### config.mk
export PLATFORM = sky130hd
export DESIGN_NAME = dec_stage
export DESIGN_NICKNAME = d
export VERILOG_FILES = /design/src/rtl/dec_stage.sv
export SDC_FILE = /design/constraint.sdc
export NUM_CORES = 1
export LEC_CHECK = 0
export BUFFER_PORTS_ARGS = -buffer_cell sky130_fd_sc_hd__buf_2
export CAP_MARGIN = 20
export CORE_MARGIN = 1.5
export CORE_UTILIZATION = 50
export CTS_CLUSTER_DIAMETER = 100
export DETAILED_ROUTE_END_ITERATION = 10
export PLACE_DENSITY = 0.84
export SYNTH_ARGS = -nofsm -noshare
export SYNTH_HDL_FRONTEND = slang
export SYNTH_SLANG_ARGS = --single-unit
export TNS_END_PERCENT = 30
### constraint.sdc
create_clock -name clk -period 2.2 [get_ports clk]
set_input_delay 0.11 -clock clk [delete_from_list [all_inputs] [get_ports clk]]
set_output_delay 0.11 -clock clk [all_outputs]
set_load 0.03 [all_outputs]
### src/rtl/dec_stage.sv
// Instruction decode stage: splits IR fields and registers the control word.
// Define DEC_SCOREBOARD_EN to build the RAW/WAW register scoreboard.
module dec_stage #(
  parameter int IR_W = 32,
  parameter int OP_W = 7,
  parameter int RA_W = 5,
  localparam int IMM_W = IR_W - OP_W - 3 * RA_W
) (
  input  logic             clk,
  input  logic             rst,
  input  logic             in_valid,
  output logic             in_ready,
  input  logic [IR_W-1:0]  in_ir,
  output logic             out_valid,
  input  logic             out_ready,
  output logic [RA_W-1:0]  out_da,
  output logic [RA_W-1:0]  out_aa,
  output logic [RA_W-1:0]  out_ba,
  output logic [IMM_W-1:0] out_imm,
  output logic             out_rw,
  output logic [1:0]       out_md,
  output logic [1:0]       out_bs,
  output logic             out_ps,
  output logic             out_mw,
  output logic [4:0]       out_fs,
  output logic             out_ma,
  output logic             out_mb,
  output logic             out_cs,
  output logic             out_ill,
  input  logic             wb_valid,
  input  logic [RA_W-1:0]  wb_addr
);

  localparam int NREG = 1 << RA_W;
  localparam int OPX  = (OP_W > 7) ? OP_W : 8;

  typedef struct packed {
    logic [RA_W-1:0]  da;
    logic [RA_W-1:0]  aa;
    logic [RA_W-1:0]  ba;
    logic [IMM_W-1:0] imm;
    logic             rw;
    logic [1:0]       md;
    logic [1:0]       bs;
    logic             ps;
    logic             mw;
    logic [4:0]       fs;
    logic             ma;
    logic             mb;
    logic             cs;
    logic             ill;
  } word_t;

  logic [OP_W-1:0]  op;
  logic [RA_W-1:0]  da, aa, ba;
  logic [IMM_W-1:0] imm;
  logic [OPX-1:0]   op_x;
  logic [6:0]       op7;
  logic             hi_ok;

  assign op    = in_ir[IR_W-1 -: OP_W];
  assign da    = in_ir[IR_W-OP_W-1 -: RA_W];
  assign aa    = in_ir[IR_W-OP_W-RA_W-1 -: RA_W];
  assign ba    = in_ir[IR_W-OP_W-2*RA_W-1 -: RA_W];
  assign imm   = in_ir[IMM_W-1:0];
  assign op_x  = OPX'(op);
  assign op7   = op_x[6:0];
  assign hi_ok = (op_x[OPX-1:7] == '0);

  logic       d_rw, d_ps, d_mw, d_ma, d_mb, d_cs, d_ill;
  logic [1:0] d_md, d_bs;
  logic [4:0] d_fs;
  logic       d_ra, d_rb;

  always_comb begin
    d_rw  = 1'b0;
    d_md  = 2'd0;
    d_bs  = 2'd0;
    d_ps  = 1'b0;
    d_mw  = 1'b0;
    d_fs  = 5'd0;
    d_ma  = 1'b0;
    d_mb  = 1'b0;
    d_cs  = 1'b0;
    d_ill = 1'b0;
    if (!hi_ok) begin
      d_ill = 1'b1;
    end else begin
      unique case (op7)
        7'h00: ;
        7'h02: begin d_rw = 1'b1; d_fs = 5'd2;  end
        7'h05: begin d_rw = 1'b1; d_fs = 5'd5;  end
        7'h10: begin d_rw = 1'b1; d_fs = 5'd8;  end
        7'h0A: begin d_rw = 1'b1; d_fs = 5'd10; end
        7'h0C: begin d_rw = 1'b1; d_fs = 5'd12; end
        7'h65: begin
          d_rw = 1'b1; d_md = 2'd2; d_fs = 5'd5;
        end
        7'h01: d_mw = 1'b1;
        7'h21: begin d_rw = 1'b1; d_md = 2'd1; end
        7'h40: d_rw = 1'b1;
        7'h30: begin d_rw = 1'b1; d_fs = 5'd20; end
        7'h31: begin d_rw = 1'b1; d_fs = 5'd24; end
        7'h2E: begin d_rw = 1'b1; d_fs = 5'd14; end
        7'h22: begin
          d_rw = 1'b1; d_mb = 1'b1; d_cs = 1'b1; d_fs = 5'd2;
        end
        7'h25: begin
          d_rw = 1'b1; d_mb = 1'b1; d_cs = 1'b1; d_fs = 5'd5;
        end
        7'h28: begin d_rw = 1'b1; d_mb = 1'b1; d_fs = 5'd8;  end
        7'h2A: begin d_rw = 1'b1; d_mb = 1'b1; d_fs = 5'd10; end
        7'h2C: begin d_rw = 1'b1; d_mb = 1'b1; d_fs = 5'd12; end
        7'h62: begin d_rw = 1'b1; d_mb = 1'b1; d_fs = 5'd2;  end
        7'h45: begin d_rw = 1'b1; d_mb = 1'b1; d_fs = 5'd5;  end
        7'h20: begin d_bs = 2'd1; d_mb = 1'b1; d_cs = 1'b1; end
        7'h60: begin
          d_bs = 2'd1; d_ps = 1'b1; d_mb = 1'b1; d_cs = 1'b1;
        end
        7'h61: d_bs = 2'd2;
        7'h07: begin d_bs = 2'd3; d_mb = 1'b1; d_cs = 1'b1; end
        7'h27: begin
          d_rw = 1'b1; d_bs = 2'd3; d_fs = 5'd7;
          d_ma = 1'b1; d_mb = 1'b1; d_cs = 1'b1;
        end
        default: d_ill = 1'b1;
      endcase
    end
    d_ra = !d_ill && !(op7 inside {7'h00, 7'h07, 7'h27});
    d_rb = !d_ill &&
      (op7 inside {7'h02, 7'h05, 7'h65, 7'h10, 7'h0A, 7'h0C, 7'h01});
  end

  word_t dec;
  assign dec = '{da: da, aa: aa, ba: ba, imm: imm,
                 rw: d_rw, md: d_md, bs: d_bs, ps: d_ps,
                 mw: d_mw, fs: d_fs, ma: d_ma, mb: d_mb,
                 cs: d_cs, ill: d_ill};

  logic  hazard, in_fire;
  logic  valid_q, valid_d;
  word_t word_q, word_d;

  assign in_ready = (!valid_q || out_ready) && !hazard;
  assign in_fire  = in_valid && in_ready;

`ifdef DEC_SCOREBOARD_EN
  logic [NREG-1:0] pend_q, pend_d;

  // Hazards look only at the registered bits; writebacks are not bypassed.
  assign hazard = in_valid &&
    ((d_ra && pend_q[aa]) || (d_rb && pend_q[ba]) || (d_rw && pend_q[da]));

  always_comb begin
    pend_d = pend_q;
    if (wb_valid) pend_d[wb_addr] = 1'b0;
    if (in_fire && d_rw) pend_d[da] = 1'b1;
    pend_d[0] = 1'b0;
  end

  always_ff @(posedge clk) begin
    if (rst) pend_q <= '0;
    else     pend_q <= pend_d;
  end
`else
  logic unused_wb;
  assign unused_wb = ^{wb_valid, wb_addr, d_ra, d_rb, NREG[0]};
  assign hazard    = 1'b0;
`endif

  always_comb begin
    valid_d = valid_q;
    word_d  = word_q;
    if (in_fire) begin
      valid_d = 1'b1;
      word_d  = dec;
    end else if (valid_q && out_ready) begin
      valid_d = 1'b0;
    end
  end

  always_ff @(posedge clk) begin
    if (rst) begin
      valid_q <= 1'b0;
      word_q  <= '0;
    end else begin
      valid_q <= valid_d;
      word_q  <= word_d;
    end
  end

  assign out_valid = valid_q;
  assign out_da    = word_q.da;
  assign out_aa    = word_q.aa;
  assign out_ba    = word_q.ba;
  assign out_imm   = word_q.imm;
  assign out_rw    = word_q.rw;
  assign out_md    = word_q.md;
  assign out_bs    = word_q.bs;
  assign out_ps    = word_q.ps;
  assign out_mw    = word_q.mw;
  assign out_fs    = word_q.fs;
  assign out_ma    = word_q.ma;
  assign out_mb    = word_q.mb;
  assign out_cs    = word_q.cs;
  assign out_ill   = word_q.ill;

endmodule
==> results of run 1 <==
==> through the flow <==
stage / instance area, um^2 / power [W] / worst slack [ps]
2_1_floorplan: 1930 / 0.00104 / 529
3_3_place_gp: 2300 / 0.00113 / 608
3_5_place_dp: 2300 / 0.00114 / 575
4_1_cts: 2390 / 0.00164 / 623
5_1_grt: 2390 / 0.00171 / 498
6_report: 2390 / 0.00162 / 638
==> registers in the layout, summed over array words and instances (netlist names) <==
| signal | cells |
|---|---|
| out_valid | 1 |
| out_da | 5 |
| out_fs | 5 |
| out_ps | 1 |
| out_rw | 1 |
| out_aa | 5 |
| out_mb | 1 |
| out_ill | 1 |
| out_mw | 1 |
| out_imm | 10 |
| out_ba | 5 |
| out_ma | 1 |
| out_bs | 2 |
| out_cs | 1 |
| out_md | 2 |
==> cells in the mapped netlist, types with 3 or more instances <==
cell type                   n
sky130_fd_sc_hd__inv_1      3
sky130_fd_sc_hd__nand3_1    3
sky130_fd_sc_hd__nor2_1     8
sky130_fd_sc_hd__nand4_1    6
sky130_fd_sc_hd__o21ai_0    6
sky130_fd_sc_hd__buf_2     11
sky130_fd_sc_hd__nor3_1     3
sky130_fd_sc_hd__dfxtp_1   42
sky130_fd_sc_hd__nor2b_1    3
sky130_fd_sc_hd__a21oi_1   39
sky130_fd_sc_hd__clkbuf_1   8
sky130_fd_sc_hd__nand2_1   67
sky130_fd_sc_hd__a31oi_1    5
==> kinds of logic (layout without fill, tap and decap cells) <==
group	Yosys count	count (layout)	synth area share
buffers and inverters	27	94	0.0655
AO/OA/AOI/OAI	66	66	0.199
AND/OR/NAND/NOR	112	112	0.295
XOR/XNOR	1	1	0.00454
flip-flops	42	42	0.436
==> critical path, stage by stage (launching register included) <==
cell	delay [ps]
sky130_fd_sc_hd__dfxtp_1	320
sky130_fd_sc_hd__nand2b_1	140
sky130_fd_sc_hd__and2_1	410
sky130_fd_sc_hd__nand2_1	150
sky130_fd_sc_hd__nor4_2	330
sky130_fd_sc_hd__a32o_1	160
==> power by group through the flow <==
stage	combinational, W	sequential, W	clock [W]
4_1_cts	0.000307	0.000812	0.000523
3_5_place_dp	0.000306	0.000830	0
6_report	0.000307	0.000812	0.000505
3_3_place_gp	0.000303	0.000828	0
5_1_grt	0.000334	0.000816	0.000556
2_1_floorplan	0.000143	0.000902	0
==> final cells by class <==
| class | count | share of cell area |
|---|---|---|
| clock buffer | 6 | 0.0345 |
| sequential | 42 | 0.351 |
| inverter | 4 | 0.00628 |
| clock inverter | 2 | 0.00523 |
| tap | 48 | 0.0251 |
| multi-input combinational | 179 | 0.402 |
| timing repair buffer | 82 | 0.176 |
==> routing by layer <==
layer / routed length, um / GRT usage / vias to the layer above / share of wire
met2: 2150 / 0.351 / 63 / 0.48
met3: 287 / 0.0822 / 5 / 0.064
met5: 0 / 0 / - / 0
met1: 2010 / 0.273 / 863 / 0.45
li1: - / - / 992 / -
met4: 58 / 0.0677 / 0 / 0.013
==> worst min-delay path by stage <==
| stage | end | slack, ps |
|---|---|---|
| floorplan | out_valid | 240 |
| global placement | out_ba[1] | 350 |
| detailed placement | out_imm[2] | 360 |
| CTS | out_imm[2] | 40 |
| global route | out_imm[2] | 30 |
| finish | out_imm[2] | 50 |
==> results.md, run 1 <==
- The internal portion of the total power is 0.00115 W.
- The shortest clock period the worst path allows after layout is 1560 ps.
- The flow ran to the end, and the final reports show no timing, DRC or antenna violations.
- After global routing the overflow that remains totals 0.
- The headroom to the max-slew limit is 0.606.
- The biggest area consumer among synthesized cells is sky130_fd_sc_hd__dfxtp_1.
- TritonCTS built the clock tree.
- The multi-input combinational cells in the finished layout cover a total of 961 um^2.
- The actual slew at the worst max-slew pin is 583 ps.
- For the worst setup path, the data arrival time is 1800 ps.
- The part of the power in registers is 0.500.
- The number of diodes added for antenna fixing is 0.
- The startpoint-to-endpoint class of the critical path is flop to flop.
- The count of different cell masters after synthesis is 48.
- The count of filler cells inserted in the layout is 339.
- The detail route stage leaves a number of antenna-violating nets equal to 0.
- The fmax is 640 MHz.
- The flip-flop and latch area is 841 um^2.
- In this run the worst hold path is classified as input pin to flop.
- The source of the worst register-to-register timing path is out_valid.
- The total of max-cap violations is 0.
- For this run, design rule violations remaining after detail routing come to 0.
- The worst hold path begins at in_ir[2].
- The setup TNS after final layout is 0 ps.
- The number of search-and-repair iterations in the first detailed-routing pass is 4.
- The final hold violation count is 0.
- The H-tree depth reported by CTS is 2.
- The floorplan step set the die height to 65.1 um.
- The final number of max-transition violations is 0.
- STA classifies the critical path startpoint as a flop.
- The portion of the post-synthesis area used by sequential elements is 0.436.
- Counting every net in the synthesized netlist gives 290.
- The number of setup buffers added after CTS is 0.
- The share of flip-flops with an asynchronous set or reset after synthesis is 0.
- In the finished design, the share of the clock period the worst path needs comes to 0.710.
- The first global-routing pass estimated 7170 um of wire.
- The part of the power in the clock network is 0.311.
- The setup slack of the worst register-to-register path is 640 ps.
- Tracing the worst setup path back leads to its startpoint at out_valid.
- The standard cell core area is 0.00369 mm^2.
- Of the cells placed in the final design, the portion with a size suffix greater than 1 is 0.311.
- Final hold analysis gives a worst-case slack of 48.1 ps.
- The fraction of power spent switching nets is 0.294.
- From synthesis to final layout, the design area changed by 24.1%.
- The maximum count of clock buffers along a single path is 2.
- Of all nets on the critical path, the largest fanout is 13.
- The routability congestion estimate is 0.853.
- For this run, the total global-route usage over all layers was measured as 0.218.
- The number of global-route vias before repair is 1588.
- The number of nets at the end of the flow is 356.
- The worst hold path passes through 3 cells.
- CTS saw 42 sinks.
- The final standard cell count with taps included and fillers excluded is 363.
- 85 I/O pins were placed.
- The detail-routed via count per cell is 5.30.
- The latest clock arrival within the worst-skew pair is 290 ps.
- The number of endpoints failing setup at the final stage is 0.
- Leaving out fill and tap cells, the most frequent cell in the layout is sky130_fd_sc_hd__buf_2.
- Of the post-synthesis cell area, the dominant cell type holds 0.436.
- The synthesized instance count is 248.
- Counting the buffers created by CTS gives 5.
- The initial antenna violation count is 0.
- Averaged over all synthesized cells, the footprint is 7.77 um^2.
- The share of total power dissipated in combinational logic is 0.189.
- Clock-pin slew was measured on the worst setup and hold paths at 80 ps.
- Sorting the synthesized cells by area gives the leading types as sky130_fd_sc_hd__dfxtp_1 (44%), sky130_fd_sc_hd__nand2_1 (13%), sky130_fd_sc_hd__a21oi_1 (10%).
- In this run the clock root is driven by a sky130_fd_sc_hd__clkbuf_8.
- The endpoint kind of the worst setup timing path is a flop.
- For this configuration, the core starts out at a cell density of 0.523.
- For this run, the share of the core covered by cells in the final layout is 0.649.
- The cell row count is 22.
- Setup repair after global routing left no endpoint under its margin.
- The wire-length estimate of the detail-placed layout is 3170 um.
- The count of hold-fix buffers inserted at cts is 0.
- The switching power is 0.000477 W.
- During synthesis, Yosys emitted a total of 0 warnings.
- For this run, the leading register cell type out of synthesis is sky130_fd_sc_hd__dfxtp_1.
- The worst reg-to-reg path cell count is 5.
- The mapped netlist covers 0.00193 mm^2.
- In this run the critical register-to-register path is captured at out_ill.
- Dividing the detail-routed wire length by the instance count gives 12.4 um.
- The floorplan step defined a die boundary enclosing 0.00424 mm^2.
- Post-CTS repair changed the size of 0 cells.
- In this run the worst setup path terminates at out_ill.
- The total power density per cell area is 679 mW/mm^2.
- Counting flops and latches in the post-synthesis netlist gives 42.
- The maximum number of pins on one net before global-route repair is 26.
- Leaving out fill and tap cells, the most frequent cells in the layout are sky130_fd_sc_hd__buf_2 (78), sky130_fd_sc_hd__nand2_1 (67), sky130_fd_sc_hd__dfxtp_1 (42).
- Across the routed clock network, the largest skew measured is 3.05 ps.
- The routed layout has 1923 vias.
- For this block, the routed nets add up to 4510 um of wire.
- The leakage power figure is 1.07 nW.
- VDD sags by at most 0.463 mV.
- The horizontal extent of the die is 65.1 um.
- At the worst endpoint, the required time is 2440 ps.
- Yosys mapped a number of flops with a built-in enable equal to 0.
- The number of DRC markers after the initial detailed-route iteration is 132.
- After detailed placement, the design holds a cell count of 355.
- The count of buffers inserted at the top-level ports is 78.
No activity file was read; power rests on OpenSTA's default activity.
==> run 2: changes to the inputs <==
--- a/config.mk
+++ b/config.mk
@@ -8,10 +8,10 @@
 export BUFFER_PORTS_ARGS = -buffer_cell sky130_fd_sc_hd__buf_2
 export CAP_MARGIN = 20
 export CORE_MARGIN = 1.5
-export CORE_UTILIZATION = 50
+export CORE_UTILIZATION = 42
 export CTS_CLUSTER_DIAMETER = 100
 export DETAILED_ROUTE_END_ITERATION = 10
-export PLACE_DENSITY = 0.84
+export PLACE_DENSITY = 0.75
 export SYNTH_ARGS = -nofsm -noshare
 export SYNTH_HDL_FRONTEND = slang
 export SYNTH_SLANG_ARGS = --single-unit
==> constraint.sdc (replaced) <==
create_clock -name clk -period 1.35 [get_ports clk]
set_input_delay 0.0675 -clock clk [delete_from_list [all_inputs] [get_ports clk]]
set_output_delay 0.0675 -clock clk [all_outputs]
set_load 0.03 [all_outputs]
==> results.md, run 2 (same netlist as run 1, synthesis figures left out) <==
- The run finished with clean final reports.
- The cell at the root of the clock tree is sky130_fd_sc_hd__clkbuf_8.
- The final hold violation count was 0 (unchanged).
- The count of clock tree sinks is 42 (unchanged).
- The number of endpoints failing setup at the final stage is 0 (unchanged).
- The count of filler cells inserted in the layout is 415 (+22%).
- The hold path depth is 3 (unchanged).
- The leakage power figure is 1.27 nW (+18%).
- Of the available clock period, the critical path in the final layout requires 0.926.
- The number of nets still failing antenna checks after routing was 0 (unchanged).
- The top cell types in the final layout, fill and taps aside, are sky130_fd_sc_hd__buf_2 (78), sky130_fd_sc_hd__nand2_1 (67), sky130_fd_sc_hd__dfxtp_1 (41).
- The maximum number of pins on one net before global-route repair is 38 (+46%).
- The arrival time reported for the critical path endpoint was 1440 ps (-360 ps).
- The worst reg-to-reg path cell count is 5 (unchanged).
- The fmax is 800 MHz.
- The overall track demand over capacity in global routing was 0.217 (-0.00148).
- The cell row count came to 24 (+9.1%).
- The startpoint-to-endpoint class of the critical path is input pin to flop.
- The total of max-cap violations was 0 (unchanged).
- The TritonCTS buffer count was 5 (unchanged).
- The number of DRC markers after the initial detailed-route iteration is 103 (-22%).
- The initial antenna violation count is 0 (unchanged).
- The H-tree depth reported by CTS was 2 (unchanged).
- The die extent in y is 70.8 um (+8.7%).
- The detail-routed via count per cell is 5.20 (-1.8%).
- The startpoint class of the critical path is an input pin.
- The die footprint is 0.00501 mm^2 (+18%).
- The total detailed-routing wirelength came to 5260 um (+17%).
- The maximum count of clock buffers along a single path is 2 (unchanged).
- The post-layout total power came to 0.00293 W (+81%).
- The total power density per cell area is 1070 mW/mm^2 (+57%).
- The worst ir drop on vdd is 0.715 mV (+54%).
- The actual slew at the worst max-slew pin came to 758 ps (+175 ps).
- The flip-flop count of the largest register after layout is 10 (unchanged).
- The number of search-and-repair iterations in the first detailed-routing pass is 4 (unchanged).
- The clock transition time at the flip-flop clock pins of the worst setup and hold paths is 90 ps (about the same).
- The commonest non-fill, non-tap cell in the layout is sky130_fd_sc_hd__buf_2.
- The maximum net fanout on the critical path is 14 (+1).
- The remaining global-route overflow is 0 (unchanged).
- The number of setup buffers added after CTS was 0 (unchanged).
- The headroom to the max-slew limit is 0.488 (-0.118).
- The worst setup path is captured at a flop.
- The count of unresolved DRC violations after routing was 0 (unchanged).
- The CTS tree is done.
- The count of pins on the block boundary is 85 (unchanged).
- Relative to the synthesized area, the layout overhead comes to 42.7%.
- The final number of max-transition violations is 0 (unchanged).
- The wire length per cell after detailed routing is 13.0 um (+5.0%).
- The fraction of final layout cells with drive strength greater than 1 was 0.361 (+0.0497).
- The shortest clock period the worst path allows after layout is 1250 ps.
- In this run the worst hold path is classified as input pin to flop.
- The effective utilization at floorplan came to 0.440 (-0.0829).
- The horizontal extent of the die came to 70.8 um (+8.7%).
- The global-route wire length before repair came to 8800 um (+23%).
- The number of global-route vias before repair came to 1864 (+17%).
- The routability congestion estimate came to 0.900 (+5.5%).
- The number of diodes added for antenna fixing is 0 (unchanged).
- The required time at the endpoint of the critical path is 1540 ps (-900 ps).
- The latest clock arrival within the worst-skew pair is 300 ps (about the same).
- The count of buffers inserted at the top-level ports is 78 (unchanged).
- The number of nets at the end of the flow is 393 (+10%).
- The standard cell core area came to 0.00438 mm^2 (+19%).
- The HPWL reported at the end of detailed placement is 3580 um (+13%).
- The worst clock skew is 6.42 ps (+3.37 ps).
- The number of vias in the routed layout is 2102 (+9.3%).
- Setup repair after global routing left no endpoint under its margin.
- The setup TNS after final layout is 0 ps (unchanged).
-- run 2: worst max-delay path, stage by stage --
cell,delay (ps)
sky130_fd_sc_hd__buf_2,180
sky130_fd_sc_hd__nor4b_1,660
sky130_fd_sc_hd__nand2_1,110
sky130_fd_sc_hd__nand2_1,150
sky130_fd_sc_hd__nor4_2,60
sky130_fd_sc_hd__a32o_1,210
-- run 2: cell type report --
cell class,instances,area (um^2),share of cell area
tap,52,65.1,0.0236
sequential,42,842,0.306
inverter,4,15.0,0.00546
timing repair buffer,119,741,0.269
clock inverter,3,43.8,0.0159
clock buffer,5,68.8,0.0250
multi-input combinational,179,976,0.355
-- run 2: repair_timing --
item / in CTS / in global routing
endpoints found under the hold margin: 12 / 0
endpoints found under the setup margin: 0 / 7
gates resized for setup: 0 / 2
hold buffers: 12 / 0
-- run 2: through the flow --
step           instances  setup slack (ps)  area [um^2]  hold WS (ps)   util
2_1_floorplan        248              11.1         1940           189      -
3_3_place_gp         384             -50.2         2510           308  0.573
3_5_place_dp         384              -112         2510           313  0.573
4_1_cts              404              49.4         2740         0.989  0.626
5_1_grt              404              63.8         2750          4.63  0.628
6_report             404              99.6         2750          2.17  0.628
-- run 2: final timing paths --
path	from	end	slack, ps
setup reg to reg	out_valid	out_ill	150
hold / removal	in_ir[3]	out_imm[3]	2
hold reg to reg	out_ma	out_ma	450
setup / recovery	in_ir[25]	out_ill	100
-- run 2: power by group --
part / switching [W] / internal (W) / leakage [nW] / total [W]
registers: 0.0000281 / 0.00130 / 0.344 / 0.00133
clock network: 0.000455 / 0.000555 / 0.0585 / 0.00101
logic: 0.000362 / 0.000235 / 0.865 / 0.000597
total: 0.000845 / 0.00209 / 1.27 / 0.00293
-- run 2: routing by layer --
layer | vias to the layer above | GRT usage | part of all wire
met5 | - | 0 | 0
met4 | 0 | 0.0776 | 0.018
met3 | 8 | 0.0484 | 0.055
met2 | 79 | 0.356 | 0.49
met1 | 945 | 0.281 | 0.44
li1 | 1070 | - | -
